==> config.mk <==
export PLATFORM = sky130hd
export DESIGN_NAME = uart_rx_cfg
export DESIGN_NICKNAME = d
export VERILOG_FILES = /design/src/rtl/uart_pkg.sv /design/src/rtl/uart_baud_tmr.sv /design/src/rtl/uart_rx_cfg.sv
export SDC_FILE = /design/constraint.sdc
export NUM_CORES = 1
export LEC_CHECK = 0
export CORE_MARGIN = 5
export CORE_UTILIZATION = 56
export DETAILED_ROUTE_END_ITERATION = 8
export GPL_ROUTABILITY_DRIVEN = 0
export PLACE_DENSITY_LB_ADDON = 0.15
export SYNTH_ARGS = -nofsm -noshare
export SYNTH_HDL_FRONTEND = slang
export SYNTH_SLANG_ARGS = --single-unit
==> constraint.sdc <==
create_clock -name clk -period 4.3 [get_ports clk]
set_clock_uncertainty 0.2 [all_clocks]
set_input_delay 0.86 -clock clk [delete_from_list [all_inputs] [get_ports clk]]
set_output_delay 0.86 -clock clk [all_outputs]
set_load 0.01 [all_outputs]
==> src/rtl/uart_pkg.sv <==
// Shared types and limits for the UART receive/transmit blocks.
package uart_pkg;

  typedef enum logic [2:0] {
    IDLE,
    START,
    DATA,
    PARITY,
    STOP
  } uart_rx_state_t;

  localparam int unsigned MIN_BAUD = 4;

endpackage

==> src/rtl/uart_baud_tmr.sv <==
// Loadable bit-period down-counter: half-period load at start detect, then a tick
// every baud_cnt cycles while run is high.
module uart_baud_tmr #(
  parameter int unsigned BAUD_W = 13
) (
  input  logic              clk,
  input  logic              rst_n,
  input  logic              load_half,
  input  logic              run,
  input  logic [BAUD_W-1:0] baud_cnt,
  output logic              tick
);

  logic [BAUD_W-1:0] cnt_q;

  assign tick = run && !load_half && (cnt_q == '0);

  always_ff @(posedge clk or negedge rst_n) begin
    if (!rst_n) begin
      cnt_q <= '0;
    end else if (load_half) begin
      cnt_q <= baud_cnt >> 1;
    end else if (run) begin
      cnt_q <= (cnt_q == '0) ? baud_cnt - 1'b1 : cnt_q - 1'b1;
    end
  end

endmodule

==> src/rtl/uart_rx_cfg.sv <==
// UART receiver with configurable width/stop bits, runtime parity and baud divisor,
// reporting parity, framing and overrun errors through a rdy/clr_rdy handshake.
module uart_rx_cfg
  import uart_pkg::*;
#(
  parameter int unsigned DATA_BITS = 8,
  parameter int unsigned STOP_BITS = 1,
  parameter int unsigned BAUD_W    = 13
) (
  input  logic                 clk,
  input  logic                 rst_n,
  input  logic                 RX,
  input  logic [BAUD_W-1:0]    baud_cnt,
  input  logic                 par_en,
  input  logic                 par_odd,
  input  logic                 clr_rdy,
  output logic [DATA_BITS-1:0] rx_data,
  output logic                 rdy,
  output logic                 par_err,
  output logic                 frm_err,
  output logic                 ovr_err,
  output logic                 busy
);

  localparam logic [3:0] LAST_BIT = 4'(DATA_BITS - 1);

  uart_rx_state_t state_q, state_d;

  logic                 rx_meta_q, rxs_q;
  logic [BAUD_W-1:0]    baud_in, baud_q, baud_sel;
  logic                 par_en_q, par_odd_q;
  logic [3:0]           bit_cnt_q;
  logic                 stop_cnt_q;
  logic [DATA_BITS-1:0] shift_q;
  logic                 par_bit_q;
  logic                 frm_acc_q;
  logic                 start_det, tick, stop_last, done;

  logic [DATA_BITS-1:0] rx_data_q;
  logic                 rdy_q, par_err_q, frm_err_q, ovr_err_q;

  // Divisors below the minimum would leave no room for a mid-bit sample.
  assign baud_in   = (baud_cnt < BAUD_W'(MIN_BAUD)) ? BAUD_W'(MIN_BAUD) : baud_cnt;
  assign start_det = (state_q == IDLE) && !rxs_q;
  assign baud_sel  = start_det ? baud_in : baud_q;
  assign stop_last = (STOP_BITS == 1) || stop_cnt_q;

  uart_baud_tmr #(
    .BAUD_W (BAUD_W)
  ) u_baud_tmr (
    .clk       (clk),
    .rst_n     (rst_n),
    .load_half (start_det),
    .run       (state_q != IDLE),
    .baud_cnt  (baud_sel),
    .tick      (tick)
  );

  always_comb begin
    state_d = state_q;
    done    = 1'b0;
    unique case (state_q)
      IDLE:   if (!rxs_q) state_d = START;
      START:  if (tick) state_d = rxs_q ? IDLE : DATA;
      DATA:   if (tick && (bit_cnt_q == LAST_BIT)) state_d = par_en_q ? PARITY : STOP;
      PARITY: if (tick) state_d = STOP;
      STOP: begin
        if (tick && stop_last) begin
          state_d = IDLE;
          done    = 1'b1;
        end
      end
      default: state_d = IDLE;
    endcase
  end

  always_ff @(posedge clk or negedge rst_n) begin
    if (!rst_n) begin
      rx_meta_q  <= 1'b1;
      rxs_q      <= 1'b1;
      state_q    <= IDLE;
      baud_q     <= '0;
      par_en_q   <= 1'b0;
      par_odd_q  <= 1'b0;
      bit_cnt_q  <= '0;
      stop_cnt_q <= 1'b0;
      shift_q    <= '0;
      par_bit_q  <= 1'b0;
      frm_acc_q  <= 1'b0;
    end else begin
      rx_meta_q <= RX;
      rxs_q     <= rx_meta_q;
      state_q   <= state_d;
      if (start_det) begin
        baud_q     <= baud_in;
        par_en_q   <= par_en;
        par_odd_q  <= par_odd;
        bit_cnt_q  <= '0;
        stop_cnt_q <= 1'b0;
        frm_acc_q  <= 1'b0;
      end
      if (tick) begin
        if (state_q == DATA) begin
          shift_q   <= {rxs_q, shift_q[DATA_BITS-1:1]};
          bit_cnt_q <= bit_cnt_q + 4'd1;
        end
        if (state_q == PARITY) par_bit_q <= rxs_q;
        if (state_q == STOP) begin
          frm_acc_q  <= frm_acc_q | ~rxs_q;
          stop_cnt_q <= 1'b1;
        end
      end
    end
  end

  // Completion takes priority over a coincident clr_rdy.
  always_ff @(posedge clk or negedge rst_n) begin
    if (!rst_n) begin
      rx_data_q <= '0;
      rdy_q     <= 1'b0;
      par_err_q <= 1'b0;
      frm_err_q <= 1'b0;
      ovr_err_q <= 1'b0;
    end else if (done) begin
      rx_data_q <= shift_q;
      par_err_q <= par_en_q & ((^shift_q ^ par_bit_q) != par_odd_q);
      frm_err_q <= frm_acc_q | ~rxs_q;
      rdy_q     <= 1'b1;
      if (rdy_q && !clr_rdy) ovr_err_q <= 1'b1;
    end else if (clr_rdy) begin
      rdy_q     <= 1'b0;
      ovr_err_q <= 1'b0;
    end
  end

  assign rx_data = rx_data_q;
  assign rdy     = rdy_q;
  assign par_err = par_err_q;
  assign frm_err = frm_err_q;
  assign ovr_err = ovr_err_q;
  assign busy    = (state_q != IDLE);

endmodule

# Yosys cells after proc, flatten, opt, wreduce, memory -nomap -nowiden
# Cells that the tools add are included.
# totals
register_bits,59
input_bits,19
out_inout_bits,13
word_cells,79
# classes
addsub,3
n_lt_le_gt_ge,1
n_eq_ne,12
muxes,25
bitwise,4
reduce_logical,18
# op_table
operator,n
two-way mux 13 bit,5
subtractor 13 x 1 -> 13 bit (second input constant),2
two-way mux 3 bit,6
one-hot mux 3 bit (5 select lines),1
logical NOT 13 bit,1
< comparator 13 x 3 -> 1 bit (second input constant),1
two-way mux 4 bit,3
inequality test 2 bit (second input constant),5
two-way mux 1 bit,9
XOR reduction 8 bit,1
== test 3 x 2 -> 1 bit (second input constant),2
AND reduction 2 bit,3
logical AND 1 bit,5
AND reduction 5 bit,1
adder 4 x 1 -> 4 bit (second input constant),1
== test 4 x 3 -> 1 bit (second input constant),1
nonzero test 2 bit,2
== test 3 x 1 -> 1 bit (second input constant),1
== test 3 bit (second input constant),1
logical NOT 1 bit,3
logical NOT 3 bit,1
nonzero test 3 bit,1
two-way mux 2 bit,1
inequality test 2 x 1 -> 1 bit (second input constant),1
5 further kinds,5

# Longest topological paths before layout
# Gate-level depths: netlist of the first run.
# depth
ltp_word,9
depth_mapped,13
depth_no_buf,10

# Modules after synthesis
# From an unflattened synthesis of the first run, not the netlist that was laid out.
# hier_totals
hier_cells,310
area_unflattened_um2,3198.1
# modules_own_cells
module,instances,cells_each,area_each_um2,seq_area_each_um2
uart_rx_cfg,1,165,2025.7,1153.6
uart_baud_tmr,1,145,1172.4,325.3

# Worst setup path after synthesis of the first run
# Ideal clock, no wire load.
# synth_timing
path_kind,in2reg
from,input port baud_cnt[10]
to,register u_baud_tmr.cnt_q[12]
setup_ns,0.071
arrival_time_ns,3.178
t_required_ns,4.029
slack_ns,0.852
stages,10
n_path_buf,0
cell_sequence,or4_1 -> nor4_1 -> nand2b_1 -> o21ai_0 -> a21oi_1 -> ha_1 -> nor3b_4 -> nand4_2 -> a2111o_1 -> nand4_1
# synth_between
elab_chain_len,7
# synth_rtl
item,line_no,rtl
from (decl),uart_rx_cfg.sv:13,"input logic [BAUD_W-1:0] baud_cnt,"
< comparator 13 x 3 -> 1 bit,uart_rx_cfg.sv:43,assign baud_in = (baud_cnt < BAUD_W'(MIN_BAUD)) ? BAUD_W'(MIN_BAUD) : baud_cnt;
two-way mux 13 bit,uart_rx_cfg.sv:43,
two-way mux 13 bit,--,
via baud_sel[1],uart_rx_cfg.sv:30,"logic [BAUD_W-1:0] baud_in, baud_q, baud_sel;"
subtractor 13 x 1 -> 13 bit,uart_baud_tmr.sv:24,cnt_q <= (cnt_q == '0) ? baud_cnt - 1'b1 : cnt_q - 1'b1;
two-way mux 13 bit,uart_baud_tmr.sv:24,
two-way mux 13 bit,uart_baud_tmr.sv:23,end else if (run) begin
two-way mux 13 bit,uart_baud_tmr.sv:21,end else if (load_half) begin
to (signal assigned),uart_baud_tmr.sv:22,cnt_q <= baud_cnt >> 1;
to (signal assigned),uart_baud_tmr.sv:24,
to (decl),uart_baud_tmr.sv:14,logic [BAUD_W-1:0] cnt_q;
# The timed path passes the listed nets, and every way through them passes these cells. The select of a mux whose other input is x is not followed.
# A chain may end at the register's enable or synchronous reset.

# Final worst setup path of the first run
# layout_timing
from,input port baud_cnt[6]
to,register u_baud_tmr.cnt_q[12]
# Same word-level chain as after synthesis.

==> results.sh, run 1 <==
export IMPL_status="complete, no violations"
export IMPL_r2r_setup_slack_ns=1.10
export IMPL_ys_top_cells_by_count="57 x dfrtp_1, 45 x nand2_1, 21 x mux2_2, 18 x a21oi_1, 17 x o21ai_0"
export IMPL_avgSynthCellArea_sq_um=10.11
export IMPL_hold_end="rxs_q$_DFF_PN1_"
export IMPL_fp_row_count=26
export IMPL_yosysMostFrequentCell="dfrtp_1"
export IMPL_grt_max_degree=41
export IMPL_synth_top_area_cell="dfrtp_1"
export IMPL_cp_slowest_stage_delay_ns=0.54
export IMPL_synth_edf_count=0
export IMPL_hold_depth=0
export IMPL_synth_area_sq_um=3044
export IMPL_ys_flop_type="dfrtp_1"
export IMPL_critPathMaxFanout=3
export IMPL_cts_tree="built"
export IMPL_first_iter_violations=180
export IMPL_cts_root_buf="clkbuf_8"
export IMPL_yosys_warnings=0
export IMPL_cp_start_kind="primary input"
export IMPL_post_dp_cell_area_sq_um=3421
export IMPL_cp_arrival_ns=3.93
export IMPL_worst_slack_ns=0.4398
export IMPL_rsz0062_at_grt="no"
export IMPL_cts_setup_buffers=0
export IMPL_grtUsageTotal=0.2150
export IMPL_grt_overflow_total=0
export IMPL_synth_cell_types=50
export IMPL_cp_required_ns=4.37
export IMPL_min_from="rx_meta_q$_DFF_PN1_"
export IMPL_dieArea_sq_um=7011
export IMPL_end_kind="register"
export IMPL_htreeDepth=3
export IMPL_ys_seq_area_frac=0.4858
export IMPL_dr_total_vias=2411
export IMPL_clk_pin_slew_ns=0.06
export IMPL_cpMaxStageDelayCell="or4_1"
export IMPL_drt_wirelength_per_cell_microns=17.63
export IMPL_crit_chain="clkdlybuf4s50_1, or4_1, nor4_1, nand2b_1, o21ai_0, a21oi_1, ha_1, nor3b_4, nand4_2, a2111o_1, nand4_1"
export IMPL_reg2reg_depth=10
export IMPL_worst_pin_slew_ns=0.9462
export IMPL_firstDrtPassIters=4
export IMPL_power_leakage_nw=1.593
export IMPL_syn_to_final_growth_pct=19.77
export IMPL_antenna_cells=0
export IMPL_io_buffers=31
export IMPL_period_minus_slack_ns=3.860
export IMPL_grt_pass1_vias=2364
export IMPL_post_place_ws_ns=0.1667
export IMPL_place_hpwl_microns=4772
export IMPL_drc=0
export IMPL_netlist_instances=301
export IMPL_drive_above_1_share=0.1691
export IMPL_setup_worst_path_class="primary input to register"
export IMPL_clockBufferDepth=2
export IMPL_cts_sinks=59
export IMPL_pin_count=32
export IMPL_finalNetCount=354
export IMPL_drv_slew=0
export IMPL_max_freq_mhz=259.1
export IMPL_synth_top_cell_area_share=0.4686
export IMPL_p_per_area_nw_per_um2=525.5
export IMPL_fin_crit_sh=0.8977
export IMPL_r2r_start="rxs_q$_DFF_PN1_"
export IMPL_ys_ff_latch=59
export IMPL_design_area_sq_um=3646
export IMPL_fp_dieW_microns=83.73
export IMPL_coreArea_sq_um=5205
export IMPL_cts_resized=0
export IMPL_grt_pass1_wl_microns=12030
export IMPL_antenna_left=0
export IMPL_setup_violations=0
export IMPL_wl_microns=7177
export IMPL_ys_top_cells_by_area="dfrtp_1 47%, mux2_2 7.8%, nand2_1 5.5%"
export IMPL_fin_setup_tns_ns=0
export IMPL_hold_viol_final=0
export IMPL_drv_cap=0
export IMPL_holdBufCountCts=0
export IMPL_start_util=0.5849
export IMPL_antenna_found_initial=0
export IMPL_cts_buffers=9
export IMPL_reg2reg_to="u_baud_tmr.cnt_q[4]$_DFFE_PN0P_"
export IMPL_async_reset_ff_frac=1.000
export IMPL_routed_via_density=5.924
export IMPL_vdd_ir_drop_max_mv=0.3835
export IMPL_hold_path_class="register to register"
export IMPL_clk_latency_ns=0.33
export IMPL_die_h_microns=83.73
export IMPL_synth_fp_nets=322
export IMPL_max_slew_margin=0.3692
==> per-stage QoR <==
stage,hold WS [ns],cells,util,power (mW)
global placement,0.1476,392,0.6572,1.312
floorplan,0.1452,301,-,1.165
detailed placement,0.1491,392,0.6572,1.335
CTS,0.1583,407,0.7005,1.916
finish,0.1567,407,0.7005,1.916
global route,0.1645,407,0.7005,2.032
==> metal layers <==
| metal | global-route usage | wire (microns) | vias to the layer above |
|---|---|---|---|
| met1 | 0.3091 | 3265 | 1182 |
| met2 | 0.3275 | 3323 | 76 |
| li1 | - | - | 1144 |
| met5 | 0 | 0 | - |
| met4 | 0.05702 | 99 | 0 |
| met3 | 0.05035 | 488 | 9 |
==> layout make-up <==
type	count	area, sq um
clock inverters	4	73.82
fillers	403	1559
clock buffers	11	151.4
multi-input cells	218	1474
inverters	8	30.03
well taps	70	87.58
repair buffers	37	350.3
flip-flops and latches	59	1479
==> worst max-delay path: cells and delay by family <==
kind / cells / cell delay, ns
and+or+nand+nor: 6 / 1.70
adders and majority gates: 1 / 0.20
AOI/OAI and AO/OA: 3 / 0.69
buffers and inverters: 1 / 0.47
==> cell usage in the layout, fill, tap and decap left out, types with 3 or more instances in the layout <==
cell type	n
buf_4	6
nand2b_1	4
nand4_1	3
a21oi_1	18
clkdlybuf4s50_1	30
dfrtp_1	57
o211ai_1	3
nor2_1	13
nor4_1	3
or3_1	5
mux2_2	21
nand3_1	9
nor3_1	7
a211oi_1	3
a22oi_1	3
inv_1	8
mux2i_1	9
xnor2_1	14
nand2_1	45
clkbuf_8	11
or4_1	5
o21ai_0	17
o21ai_1	3
==> flip-flops by register name, indices dropped and copies added (netlist names) <==
name / count
rxs_q: 1
rx_data: 8
frm_err: 1
shift_q: 8
rx_meta_q: 1
ovr_err: 1
state_q: 3
par_en_q: 1
frm_acc_q: 1
u_baud_tmr.cnt_q: 13
par_bit_q: 1
bit_cnt_q: 4
par_err: 1
par_odd_q: 1
rdy: 1
baud_q: 13
==> power by group <==
part	leakage [nW]	switching [mW]	total (mW)	internal, mW
registers	0.752	0.144	0.836	0.692
clock network	0.115	0.220	0.575	0.355
logic	0.726	0.273	0.505	0.232
==> kinds of logic after synthesis <==
logic type,count (synthesis),share of synthesized area
buf+inv,24,0.03658
xor+xnor,15,0.04316
fa+ha+maj,2,0.008219
mux,31,0.1122
compound gates,62,0.1315
flops,59,0.4858
simple gates,108,0.1825
==> how the worst max path moves through the flow <==
stage,slack (ns),depth (start not counted),startpoint,to
after global placement,0.38,11,baud_cnt[6],u_baud_tmr.cnt_q[12]$_DFFE_PN0P_
after detailed placement,0.17,11,baud_cnt[6],u_baud_tmr.cnt_q[12]$_DFFE_PN0P_
after floorplan,0.85,10,baud_cnt[10],u_baud_tmr.cnt_q[12]$_DFFE_PN0P_
after CTS,0.45,10,baud_cnt[6],u_baud_tmr.cnt_q[12]$_DFFE_PN0P_
after global routing,0.24,11,baud_cnt[6],u_baud_tmr.cnt_q[12]$_DFFE_PN0P_
final,0.44,11,baud_cnt[6],u_baud_tmr.cnt_q[12]$_DFFE_PN0P_
Note: power is estimated with default switching activity, not from simulation.
==> inputs of run 2 (changes only) <==
--- a/config.mk
+++ b/config.mk
@@ -5,6 +5,7 @@
 export SDC_FILE = /design/constraint.sdc
 export NUM_CORES = 1
 export LEC_CHECK = 0
+export CAP_MARGIN = 20
 export CORE_MARGIN = 5
 export CORE_UTILIZATION = 56
 export DETAILED_ROUTE_END_ITERATION = 8
==> results of run 2 <==
No change in the layout: final DEF, timing and power equal those of run 1.
==> inputs of run 3 (changes only) <==
--- a/config.mk
+++ b/config.mk
@@ -7,10 +7,11 @@
 export LEC_CHECK = 0
 export CAP_MARGIN = 20
 export CORE_MARGIN = 5
-export CORE_UTILIZATION = 56
+export CORE_UTILIZATION = 57
 export DETAILED_ROUTE_END_ITERATION = 8
 export GPL_ROUTABILITY_DRIVEN = 0
 export PLACE_DENSITY_LB_ADDON = 0.15
 export SYNTH_ARGS = -nofsm -noshare
 export SYNTH_HDL_FRONTEND = slang
+export SYNTH_HIERARCHICAL = 1
 export SYNTH_SLANG_ARGS = --single-unit
==> run 3 against run 2 <==
  * Critical path depth up 1
  * Worst setup slack worse by 0.035 ns
  * Total power down 25%
  * Critical path type unchanged
  * Critical endpoint is now u_baud_tmr/cnt_q[10]$_DFFE_PN0P_
  * Largest cell class is now multi-input combinational cells
==> results.sh, run 3 <==
export IMPL_ys_seq_area_frac=0.4624
export IMPL_p_per_area_nw_per_um2=385.5
export IMPL_startpoint="baud_cnt[11]"
export IMPL_worst_pin_slew_ns=0.6905
export IMPL_multiInputGateArea_sq_um=1574
export IMPL_place_hpwl_microns=4999
export IMPL_pin_count=32
export IMPL_firstDrtPassIters=5
export IMPL_synth_area_sq_um=3198
export IMPL_dr_total_vias=2603
export IMPL_yosys_warnings=6
export IMPL_post_dp_cell_area_sq_um=3547
export IMPL_holdBufCountCts=0
export IMPL_avgSynthCellArea_sq_um=10.32
export IMPL_grt_pass1_vias=2583
export IMPL_cts_sinks=59
export IMPL_ys_ff_latch=59
export IMPL_grt_pass1_wl_microns=12700
export IMPL_async_reset_ff_frac=1.000
export IMPL_synth_cell_types=64
export IMPL_cp_start_kind="primary input"
export IMPL_design_area_sq_um=3749
export IMPL_coreArea_sq_um=5473
export IMPL_first_iter_violations=297
export IMPL_clockBufferDepth=2
export IMPL_routed_via_density=6.168
export IMPL_cts_buffers=9
export IMPL_cpMaxStageDelayCell="or3b_2"
export IMPL_ys_top_cells_by_area="dfrtp_1 45%, nand2_1 5.5%, mux2_4 5.2%"
export IMPL_fin_crit_sh=0.9059
export IMPL_max_freq_mhz=256.7
export IMPL_max_slew_margin=0.5397
export IMPL_end_kind="register"
export IMPL_drc=0
export IMPL_drt_wirelength_per_cell_microns=17.05
export IMPL_drv_cap=0
export IMPL_syn_to_final_growth_pct=17.21
export IMPL_io_buffers=31
export IMPL_grt_max_degree=33
export IMPL_antenna_found_initial=0
export IMPL_finalNetCount=366
export IMPL_power_leakage_nw=1.594
export IMPL_cp_slowest_stage_delay_ns=0.49
export IMPL_synth_top_area_cell="dfrtp_1"
export IMPL_antenna_cells=0
export IMPL_fill_cells=455
export IMPL_r2r_start="state_q[2]$_DFFE_PN0P_"
export IMPL_wl_microns=7195
export IMPL_critPathMaxFanout=6
export IMPL_drv_slew=0
export IMPL_status="complete, no violations"
export IMPL_path_buf_inv=1
export IMPL_fp_row_count=27
export IMPL_setup_worst_path_class="primary input to register"
export IMPL_hold_ws_ns=0.1578
export IMPL_cp_arrival_ns=3.90
export IMPL_dp_cells=406
export IMPL_ys_flop_type="dfrtp_1"
export IMPL_rsz0062_at_grt="no"
export IMPL_netlist_instances=310
export IMPL_final_cell_mix="57 x dfrtp_1, 47 x nand2_1, 30 x clkdlybuf4s50_1, 18 x o21ai_0, 15 x nor2_1"
export IMPL_cpLargestDelayFamily="simple AND/OR/NAND/NOR gates"
export IMPL_die_h_microns=84.91
export IMPL_cts_root_buf="clkbuf_8"
export IMPL_crit_chain="clkdlybuf4s50_1, nor4_1, nand2_1, nor4_2, o22ai_1, a21oi_1, ha_1, or3b_2, nor3_1, o21ai_0, nor4b_1, nor3b_1"
export IMPL_synth_fp_nets=331
export IMPL_vdd_ir_drop_max_mv=0.2290
export IMPL_p_total_mw=1.445
export IMPL_fp_dieW_microns=84.91
export IMPL_grtUsageTotal=0.2200
export IMPL_hold_viol_final=0
export IMPL_antenna_left=0
export IMPL_yosysMostFrequentCell="dfrtp_1"
export IMPL_min_from="rx_meta_q$_DFF_PN1_"
export IMPL_hold_path_class="register to register"
export IMPL_setup_violations=0
export IMPL_clk_pin_slew_ns=0.06
export IMPL_final_common_cell="dfrtp_1"
export IMPL_drive_above_1_share=0.1743
export IMPL_period_minus_slack_ns=3.896
export IMPL_clk_latency_ns=0.33
export IMPL_synth_edf_count=0
export IMPL_htreeDepth=3
export IMPL_regArea_sq_um=1479
export IMPL_synth_top_cell_area_share=0.4460
export IMPL_reg_top3="baud_q (13), u_baud_tmr/cnt_q (13)"
export IMPL_stdcell_count=422
export IMPL_cts_tree="built"
export IMPL_start_util=0.5844
export IMPL_ys_top_cells_by_count="57 x dfrtp_1, 47 x nand2_1, 18 x o21ai_0, 15 x nor2_1, 12 x a21oi_1"
export IMPL_dieArea_sq_um=7209
export IMPL_grt_overflow_total=0
export IMPL_cp_required_ns=4.31
==> run 3: worst paths after layout <==
check | endpoint | slack, ns | cells after the start
max | u_baud_tmr/cnt_q[10]$_DFFE_PN0P_ | 0.40 | 12
min | rxs_q$_DFF_PN1_ | 0.16 | 0
max reg2reg | u_baud_tmr/cnt_q[11]$_DFFE_PN0P_ | 0.71 | 8
min reg2reg | rxs_q$_DFF_PN1_ | 0.16 | 0
max in group asynchronous | rx_meta_q$_DFF_PN1_ | 2.68 | 2
min in group asynchronous | par_en_q$_DFFE_PN0P_ | 0.36 | 1
==> run 3: kinds of logic (layout without fill, tap and decap cells) <==
| kind of cell | after synthesis | after routing | share of synthesized area |
|---|---|---|---|
| muxes | 24 | 24 | 0.09625 |
| adders and majority gates | 2 | 2 | 0.007823 |
| buffers and inverters | 27 | 67 | 0.04733 |
| and+or+nand+nor | 112 | 112 | 0.1901 |
| xor gates and xnor gates | 9 | 9 | 0.02895 |
| AOI/OAI and AO/OA | 77 | 77 | 0.1671 |
| DFF | 59 | 59 | 0.4624 |
==> run 3: what timing repair did <==
item | in CTS | in global routing
endpoints found under the setup margin | 0 | 3
gates resized for setup | 0 | 1
buffers inserted | 0 | 0
==> run 3: power breakdown <==
group          internal (mW)  switching (mW)
Sequential             0.611          0.0811
Combinational          0.127           0.127
Clock                  0.283           0.216
==> run 3: area by class of cell <==
type	count	area share
Clock buffer	12	0.03872
Inverter	12	0.01202
Timing Repair Buffer	39	0.09746
Clock inverter	4	0.01335
Multi-Input combinational cell	224	0.4199
Tap cell	72	0.02403
Sequential cell	59	0.3945
==> run 3: stage by stage <==
step	utilization	worst slack (ns)	setup TNS (ns)
after CTS	0.6838	0.2120	0
after floorplan	-	0.7559	0
final	0.6850	0.4045	0
after global placement	0.6481	0.06131	0
after detailed placement	0.6481	-0.1090	-0.3922
after global routing	0.6850	0.1330	0
==> run 3: layer usage <==
metal | track usage | vias to the layer above | share of wire
met5 | 0 | - | 0
met4 | 0.1151 | 0 | 0.021
met3 | 0.03786 | 13 | 0.051
met2 | 0.3160 | 99 | 0.45
met1 | 0.3176 | 1270 | 0.48
li1 | - | 1221 | -
